--- config.mk ---
export PLATFORM = sky130hd
export DESIGN_NAME = branch_unit_flat
export DESIGN_NICKNAME = d
export VERILOG_FILES = /design/src/rtl/branch_unit_if.sv /design/src/rtl/branch_unit.sv /design/src/flat_wrapper.sv
export SDC_FILE = /design/constraint.sdc
export NUM_CORES = 1
export LEC_CHECK = 0
export ABC_AREA = 1
export CAP_MARGIN = 20
export CORE_UTILIZATION = 40
export DETAILED_ROUTE_END_ITERATION = 10
export GPL_TIMING_DRIVEN = 0
export HOLD_SLACK_MARGIN = 0.12
export PLACE_DENSITY_LB_ADDON = 0.3
export SYNTH_ARGS = -nofsm -noshare
export SYNTH_HDL_FRONTEND = slang
export SYNTH_SLANG_ARGS = --single-unit
--- constraint.sdc ---
create_clock -name clk -period 5.65 [get_ports clk]
set_input_delay 0.8475 -clock clk [delete_from_list [all_inputs] [get_ports clk]]
set_output_delay 0.8475 -clock clk [all_outputs]
set_load 0.02 [all_outputs]
--- src/rtl/branch_unit_if.sv ---
// Branch issue / Branch CDB bundle between the branch reservation station,
// the branch unit and the CDB consumers.
interface branch_unit_if #(
  parameter int DATA_W = 32,
  parameter int TAG_W  = 4,
  parameter int OP_W   = 6
);
  // Issue side: Branch_valid is a one-cycle strobe with no back-pressure; the
  // RS stops issuing on Branch_almost_full. CDB side: an entry is consumed in
  // every cycle where Branch_cdb_valid and cdb_grant are both high (and rdy).
  logic              Branch_valid;
  logic [OP_W-1:0]   Branch_op;
  logic [DATA_W-1:0] Branch_reg1;
  logic [DATA_W-1:0] Branch_reg2;
  logic [TAG_W-1:0]  Branch_reg_des_rob;
  logic [DATA_W-1:0] Branch_imm;
  logic [DATA_W-1:0] Branch_pc;
  logic              cdb_grant;
  logic              Branch_cdb_valid;
  logic [TAG_W-1:0]  Branch_cdb_tag;
  logic [DATA_W-1:0] Branch_cdb_data;
  logic              Branch_cdb_taken;
  logic [DATA_W-1:0] Branch_cdb_target;
  logic              Branch_almost_full;

  modport master (
    output Branch_valid, Branch_op, Branch_reg1, Branch_reg2,
           Branch_reg_des_rob, Branch_imm, Branch_pc, cdb_grant,
    input  Branch_cdb_valid, Branch_cdb_tag, Branch_cdb_data,
           Branch_cdb_taken, Branch_cdb_target, Branch_almost_full
  );

  modport slave (
    input  Branch_valid, Branch_op, Branch_reg1, Branch_reg2,
           Branch_reg_des_rob, Branch_imm, Branch_pc, cdb_grant,
    output Branch_cdb_valid, Branch_cdb_tag, Branch_cdb_data,
           Branch_cdb_taken, Branch_cdb_target, Branch_almost_full
  );
endinterface

--- src/rtl/branch_unit.sv ---
// Branch execution unit: resolves branch/jump direction, target and link value
// in one cycle and queues results for broadcast on the Branch CDB.
module branch_unit #(
  parameter int DATA_W = 32,
  parameter int TAG_W  = 4,
  parameter int OP_W   = 6,
  parameter int QDEPTH = 4
) (
  input  logic clk,
  input  logic rst,
  input  logic rdy,
  input  logic clear,
  branch_unit_if.slave bus
);

  localparam int PTR_W = $clog2(QDEPTH);
  localparam int CNT_W = PTR_W + 1;

  localparam logic [OP_W-1:0] OP_BEQ  = OP_W'(1);
  localparam logic [OP_W-1:0] OP_BNE  = OP_W'(2);
  localparam logic [OP_W-1:0] OP_BLT  = OP_W'(3);
  localparam logic [OP_W-1:0] OP_BGE  = OP_W'(4);
  localparam logic [OP_W-1:0] OP_BLTU = OP_W'(5);
  localparam logic [OP_W-1:0] OP_BGEU = OP_W'(6);
  localparam logic [OP_W-1:0] OP_JAL  = OP_W'(7);
  localparam logic [OP_W-1:0] OP_JALR = OP_W'(8);

  typedef struct packed {
    logic [TAG_W-1:0]  tag;
    logic [DATA_W-1:0] data;
    logic              taken;
    logic [DATA_W-1:0] target;
  } entry_t;

  entry_t            mem [QDEPTH];
  logic [PTR_W-1:0]  wr_ptr;
  logic [PTR_W-1:0]  rd_ptr;
  logic [CNT_W-1:0]  count;

  logic              known_op;
  logic              cond;
  logic [DATA_W-1:0] link;
  logic [DATA_W-1:0] pc_target;
  logic [DATA_W-1:0] jalr_sum;
  logic [DATA_W-1:0] target;
  entry_t            new_entry;
  entry_t            head;
  logic              full;
  logic              not_empty;
  logic              push;
  logic              pop;
  logic              drop;

  // Stage E: condition evaluation
  always_comb begin
    known_op = 1'b1;
    cond     = 1'b0;
    case (bus.Branch_op)
      OP_BEQ:  cond = (bus.Branch_reg1 == bus.Branch_reg2);
      OP_BNE:  cond = (bus.Branch_reg1 != bus.Branch_reg2);
      OP_BLT:  cond = ($signed(bus.Branch_reg1) <  $signed(bus.Branch_reg2));
      OP_BGE:  cond = ($signed(bus.Branch_reg1) >= $signed(bus.Branch_reg2));
      OP_BLTU: cond = (bus.Branch_reg1 <  bus.Branch_reg2);
      OP_BGEU: cond = (bus.Branch_reg1 >= bus.Branch_reg2);
      OP_JAL:  cond = 1'b1;
      OP_JALR: cond = 1'b1;
      default: known_op = 1'b0;
    endcase
  end

  assign link      = bus.Branch_pc + DATA_W'(4);
  assign pc_target = bus.Branch_pc + bus.Branch_imm;
  assign jalr_sum  = bus.Branch_reg1 + bus.Branch_imm;

  always_comb begin
    target = link;
    if (bus.Branch_op == OP_JALR) begin
      target = {jalr_sum[DATA_W-1:1], 1'b0};
    end else if (cond) begin
      target = pc_target;
    end
  end

  always_comb begin
    new_entry        = '0;
    new_entry.tag    = bus.Branch_reg_des_rob;
    new_entry.data   = link;
    new_entry.taken  = cond;
    new_entry.target = target;
  end

  assign full      = (count == CNT_W'(QDEPTH));
  assign not_empty = (count != '0);
  assign push      = rdy && !clear && bus.Branch_valid && known_op && !full;
  assign pop       = rdy && !clear && not_empty && bus.cdb_grant;
  assign drop      = rdy && !clear && bus.Branch_valid && known_op && full;

  // clear wins over rdy so a mispredict flush is never held off
  always_ff @(posedge clk or negedge rst) begin
    if (!rst) begin
      wr_ptr <= '0;
      rd_ptr <= '0;
      count  <= '0;
      for (int i = 0; i < QDEPTH; i++) begin
        mem[i] <= '0;
      end
    end else if (clear) begin
      wr_ptr <= '0;
      rd_ptr <= '0;
      count  <= '0;
    end else begin
      if (push) begin
        mem[wr_ptr] <= new_entry;
        wr_ptr      <= wr_ptr + PTR_W'(1);
      end
      if (pop) begin
        rd_ptr <= rd_ptr + PTR_W'(1);
      end
      count <= count + CNT_W'(push) - CNT_W'(pop);
    end
  end

  assign head = mem[rd_ptr];

  always_comb begin
    bus.Branch_cdb_valid  = not_empty;
    bus.Branch_cdb_tag    = '0;
    bus.Branch_cdb_data   = '0;
    bus.Branch_cdb_taken  = 1'b0;
    bus.Branch_cdb_target = '0;
    if (not_empty) begin
      bus.Branch_cdb_tag    = head.tag;
      bus.Branch_cdb_data   = head.data;
      bus.Branch_cdb_taken  = head.taken;
      bus.Branch_cdb_target = head.target;
    end
  end

  // not_empty term keeps the flag low out of reset even for QDEPTH == 2
  assign bus.Branch_almost_full = not_empty && (count >= CNT_W'(QDEPTH - 2));

  overflow_once : assert property (@(posedge clk) disable iff (!rst) !$rose(drop))
    else $error("branch_unit: result pushed into a full queue and dropped");

endmodule
--- src/flat_wrapper.sv ---
// flat-port wrapper written by rule: the top's interface ports become plain ports
module branch_unit_flat 
#(
  parameter int DATA_W = 32,
  parameter int TAG_W  = 4,
  parameter int OP_W   = 6,
  parameter int QDEPTH = 4
)
  (clk, rst, rdy, clear, bus_Branch_valid, bus_Branch_op, bus_Branch_reg1, bus_Branch_reg2, bus_Branch_reg_des_rob, bus_Branch_imm, bus_Branch_pc, bus_cdb_grant, bus_Branch_cdb_valid, bus_Branch_cdb_tag, bus_Branch_cdb_data, bus_Branch_cdb_taken, bus_Branch_cdb_target, bus_Branch_almost_full);
  branch_unit_if #(.DATA_W(DATA_W), .TAG_W(TAG_W), .OP_W(OP_W)) bus_i ();
  input  logic clk;
  input  logic rst;
  input  logic rdy;
  input  logic clear;
  input wire logic [$bits(bus_i.Branch_valid)-1:0] bus_Branch_valid;
  input wire logic [$bits(bus_i.Branch_op)-1:0] bus_Branch_op;
  input wire logic [$bits(bus_i.Branch_reg1)-1:0] bus_Branch_reg1;
  input wire logic [$bits(bus_i.Branch_reg2)-1:0] bus_Branch_reg2;
  input wire logic [$bits(bus_i.Branch_reg_des_rob)-1:0] bus_Branch_reg_des_rob;
  input wire logic [$bits(bus_i.Branch_imm)-1:0] bus_Branch_imm;
  input wire logic [$bits(bus_i.Branch_pc)-1:0] bus_Branch_pc;
  input wire logic [$bits(bus_i.cdb_grant)-1:0] bus_cdb_grant;
  output wire logic [$bits(bus_i.Branch_cdb_valid)-1:0] bus_Branch_cdb_valid;
  output wire logic [$bits(bus_i.Branch_cdb_tag)-1:0] bus_Branch_cdb_tag;
  output wire logic [$bits(bus_i.Branch_cdb_data)-1:0] bus_Branch_cdb_data;
  output wire logic [$bits(bus_i.Branch_cdb_taken)-1:0] bus_Branch_cdb_taken;
  output wire logic [$bits(bus_i.Branch_cdb_target)-1:0] bus_Branch_cdb_target;
  output wire logic [$bits(bus_i.Branch_almost_full)-1:0] bus_Branch_almost_full;
  assign bus_i.Branch_valid = bus_Branch_valid;
  assign bus_i.Branch_op = bus_Branch_op;
  assign bus_i.Branch_reg1 = bus_Branch_reg1;
  assign bus_i.Branch_reg2 = bus_Branch_reg2;
  assign bus_i.Branch_reg_des_rob = bus_Branch_reg_des_rob;
  assign bus_i.Branch_imm = bus_Branch_imm;
  assign bus_i.Branch_pc = bus_Branch_pc;
  assign bus_i.cdb_grant = bus_cdb_grant;
  assign bus_Branch_cdb_valid = bus_i.Branch_cdb_valid;
  assign bus_Branch_cdb_tag = bus_i.Branch_cdb_tag;
  assign bus_Branch_cdb_data = bus_i.Branch_cdb_data;
  assign bus_Branch_cdb_taken = bus_i.Branch_cdb_taken;
  assign bus_Branch_cdb_target = bus_i.Branch_cdb_target;
  assign bus_Branch_almost_full = bus_i.Branch_almost_full;
  branch_unit #(.DATA_W(DATA_W), .TAG_W(TAG_W), .OP_W(OP_W), .QDEPTH(QDEPTH)) u_core (.clk(clk), .rst(rst), .rdy(rdy), .clear(clear), .bus(bus_i));
endmodule
==> summary.md <==
| Metric | Value |
|---|---|
| Run status | `finished clean` |
| Final Hold Vio Count | `0` |
| Share of layout cells above drive strength 1 | `5.038%` |
| Final setup fails | `0` |
| DRT Wirelength | `75.85 mm` |
| Most frequent cells in the layout | `nand2_1 (797), o21ai_0 (312), nor2_1 (299)` |
| Startpoint Class | `flop` |
| First DRT Iteration DRCs | `2,309` |
| Synth area leaders | `dfrtp_1 (37%), nand2_1 (16%), o21ai_0 (8.1%)` |
| Post-synth EDFFs | `0` |
| Die X | `221.6 um` |
| Distinct cells, synth | `50` |
| # IOs | `215` |
| CTS tree | `yes` |
| Clock root cell | `clkbuf_16` |
| Slew Viols, Final | `0` |
| Synthesized instance count | `2,770` |
| DR vias/cell | `5.549` |
| Synth area leader | `dfrtp_1` |
| Crit path capture type | `output pin` |
| Tcrit/Tclk final | `84.54%` |
| Crit path time final | `4.776 ns` |
| Resize count post-CTS | `0` |
| Largest net degree at the start of global routing | `102` |
| Layout Cells excl Fill | `3,653` |
| Worst Path Class, Setup | `flop to output pin` |
| Global-route wire length before repair | `115.4 mm` |
| Full die area | `49,120 um2` |
| I/O Buffers | `214` |
| Register area share after synthesis | `36.70%` |
| Die height | `221.6 um` |
| Ys flop type | `dfrtp_1` |
| VDD IR max | `0.0002146 V` |
| Final WS setup | `0.8736 ns` |
| Total gr overflow | `0` |
| Reg clk slew, reported paths | `0.07 ns` |
| Vias in the first global route | `19,601` |
| Worst-Margin Slew | `1.021 ns` |
| Post-route setup TNS | `0 ns` |
| Sink Count | `283` |
| # H-tree levels | `1` |
| Slew HR | `31.66%` |
| LEAKAGE | `11.34 nW` |
| Mapped Nets | `3,018` |
| WL per Instance | `20.76 um` |
| TritonCTS buffer count | `28` |
| Global placer's final weighted congestion | `0.9925` |
| Worst EP required | `4.80 ns` |
| Finished Cell Area | `23,270 um2` |
| DRC errors left | `0` |
| DP Area | `22,270 um2` |
| FF-to-FF path depth | `12` |
| Placed cell count | `3,601` |
| Fmax | `0.2094 GHz` |
| DRT antenna net count | `0` |
| Data arrival, critical path | `3.93 ns` |
| Clk_skew | `0.01076 ns` |
| Core Footprint | `47,650 um2` |
| Nets | `3,264` |
| Mapped cell area | `19,300 um2` |
| Syn avg cell area | `6.966 um2` |
| Setup WS pre-CTS | `1.298 ns` |
| Vias | `20,271` |
| Fraction of registers with async set/reset | `100.0%` |
| Worst skew pair latency | `0.56 ns` |
| Post-CTS Setup Inserts | `0` |
| Crit path max fanout | `10` |
| Initial antenna violation count | `3` |
| Total GRT Usage | `30.60%` |
| Starting Density | `40.50%` |
| Leading cell type in the layout, fill and taps excluded | `nand2_1` |
| # hold bufs at CTS | `0` |
| Row count | `80` |
| Number of synthesized register bits | `283` |
| RSZ-0062 raised after global routing | `false` |
| DR pass1 iterations | `5` |
| Power Dens Cells | `238.6 nW/um2` |
| Maxcap violations | `0` |
| Warnings, synthesis | `0` |
| Hold Path Class | `input pin to asynchronous set/reset pin` |
| Clock Path Buffers | `3` |
| Synth top area share | `36.70%` |
| Area growth syn-to-layout | `20.61%` |
| Post-DP HPWL | `59.77 mm` |
[registers in the layout, indices dropped and copies added, names as in the netlist]
signal,flops
u_core.count,3
u_core.mem,276
u_core.rd_ptr,2
u_core.wr_ptr,2
[worst paths after layout]
kind / startpoint / end / slack [ns]
min in group clk: u_core.mem[17] / u_core.mem[17] / 0.48
max reg2reg: u_core.count[0] / u_core.count[2] / 2.69
min reg2reg: u_core.mem[17] / u_core.mem[17] / 0.48
max: u_core.rd_ptr[0] / bus_Branch_cdb_target[31] / 0.87
min: rst / u_core.mem[188] / 0.27
max in group asynchronous: rst / u_core.mem[18] / 3.95
[Yosys cell counts (2+ instances only)]
| library cell | count |
|---|---|
| buf_1 | 4 |
| nand2_1 | 797 |
| nor2_4 | 4 |
| inv_1 | 238 |
| nand4_1 | 20 |
| o21ai_1 | 7 |
| clkbuf_1 | 82 |
| nand3_2 | 19 |
| buf_6 | 3 |
| nand2_2 | 16 |
| inv_2 | 7 |
| fa_1 | 3 |
| or2_2 | 5 |
| a21oi_1 | 219 |
| o21ai_0 | 312 |
| xnor2_1 | 17 |
| o2111ai_1 | 2 |
| nand3b_1 | 4 |
| nor2_2 | 6 |
| buf_2 | 17 |
| nor3_1 | 30 |
| ha_1 | 101 |
| a21o_1 | 10 |
| nor2_1 | 299 |
| a31oi_1 | 4 |
| nand2_4 | 3 |
| nand3_1 | 156 |
| clkbuf_8 | 12 |
| a221oi_1 | 3 |
| o21bai_1 | 6 |
| o21a_1 | 6 |
| nor4_1 | 6 |
| o211ai_1 | 2 |
| xor2_1 | 45 |
| dfrtp_1 | 283 |
| buf_4 | 8 |
[per-layer routing]
layer  global-route usage (%)  vias to the layer above  wire length (um)
met5                        0                        -                26
met4                    14.09                        4              3690
met3                    3.909                      159              5863
met2                    50.76                     1012             35230
met1                    39.73                     9595             31040
li1                         -                     9501                 -
[metrics by stage]
| stage | utilization (%) | power, mW | hold slack [ns] |
|---|---|---|---|
| 3_3_place_gp | 46.61 | 3.495 | 0.4561 |
| 5_1_grt | 48.84 | 5.795 | 0.3371 |
| 6_report | 48.85 | 5.553 | 0.2652 |
| 4_1_cts | 48.84 | 5.542 | 0.3137 |
| 3_5_place_dp | 46.74 | 3.513 | 0.4604 |
| 2_1_floorplan | - | 2.995 | 0.4436 |
[cells by family after synthesis]
family / share of synthesized area (%)
adder cells (fa/ha/maj): 6.860
AND/OR/NAND/NOR: 29.69
flip-flops: 36.70
AO/OA/AOI/OAI: 15.63
buffers and inverters: 8.222
XOR/XNOR: 2.898
[power breakdown]
| part | leakage (nW) | internal, mW | switching, mW | total [mW] |
|---|---|---|---|---|
| clock | 0.481 | 1.22 | 0.823 | 2.05 |
| sequential | 3.68 | 2.16 | 0.0743 | 2.24 |
| combinational | 7.18 | 0.450 | 0.818 | 1.27 |
| total | 11.3 | 3.84 | 1.72 | 5.55 |
[area by class of cell]
class,instances,area (um2)
buffer,126,666.9
clock buffer,39,803.3
multi-input combinational,2116,10630
timing repair buffer,216,2202
antenna,1,2.502
sequential,283,7082
tap,615,769.5
clock inverter,12,200.2
inverter,245,919.6
fill,4873,24370
[critical path: stages (launching register included)]
cell             delay (ns)
dfrtp_1                0.45
inv_1                  0.20
clkbuf_1               0.44
buf_1                  0.54
clkbuf_1               0.55
o21ai_0                0.18
a21oi_1                0.34
clkdlybuf4s50_1        0.67
Power figures use the tool's default switching activity.
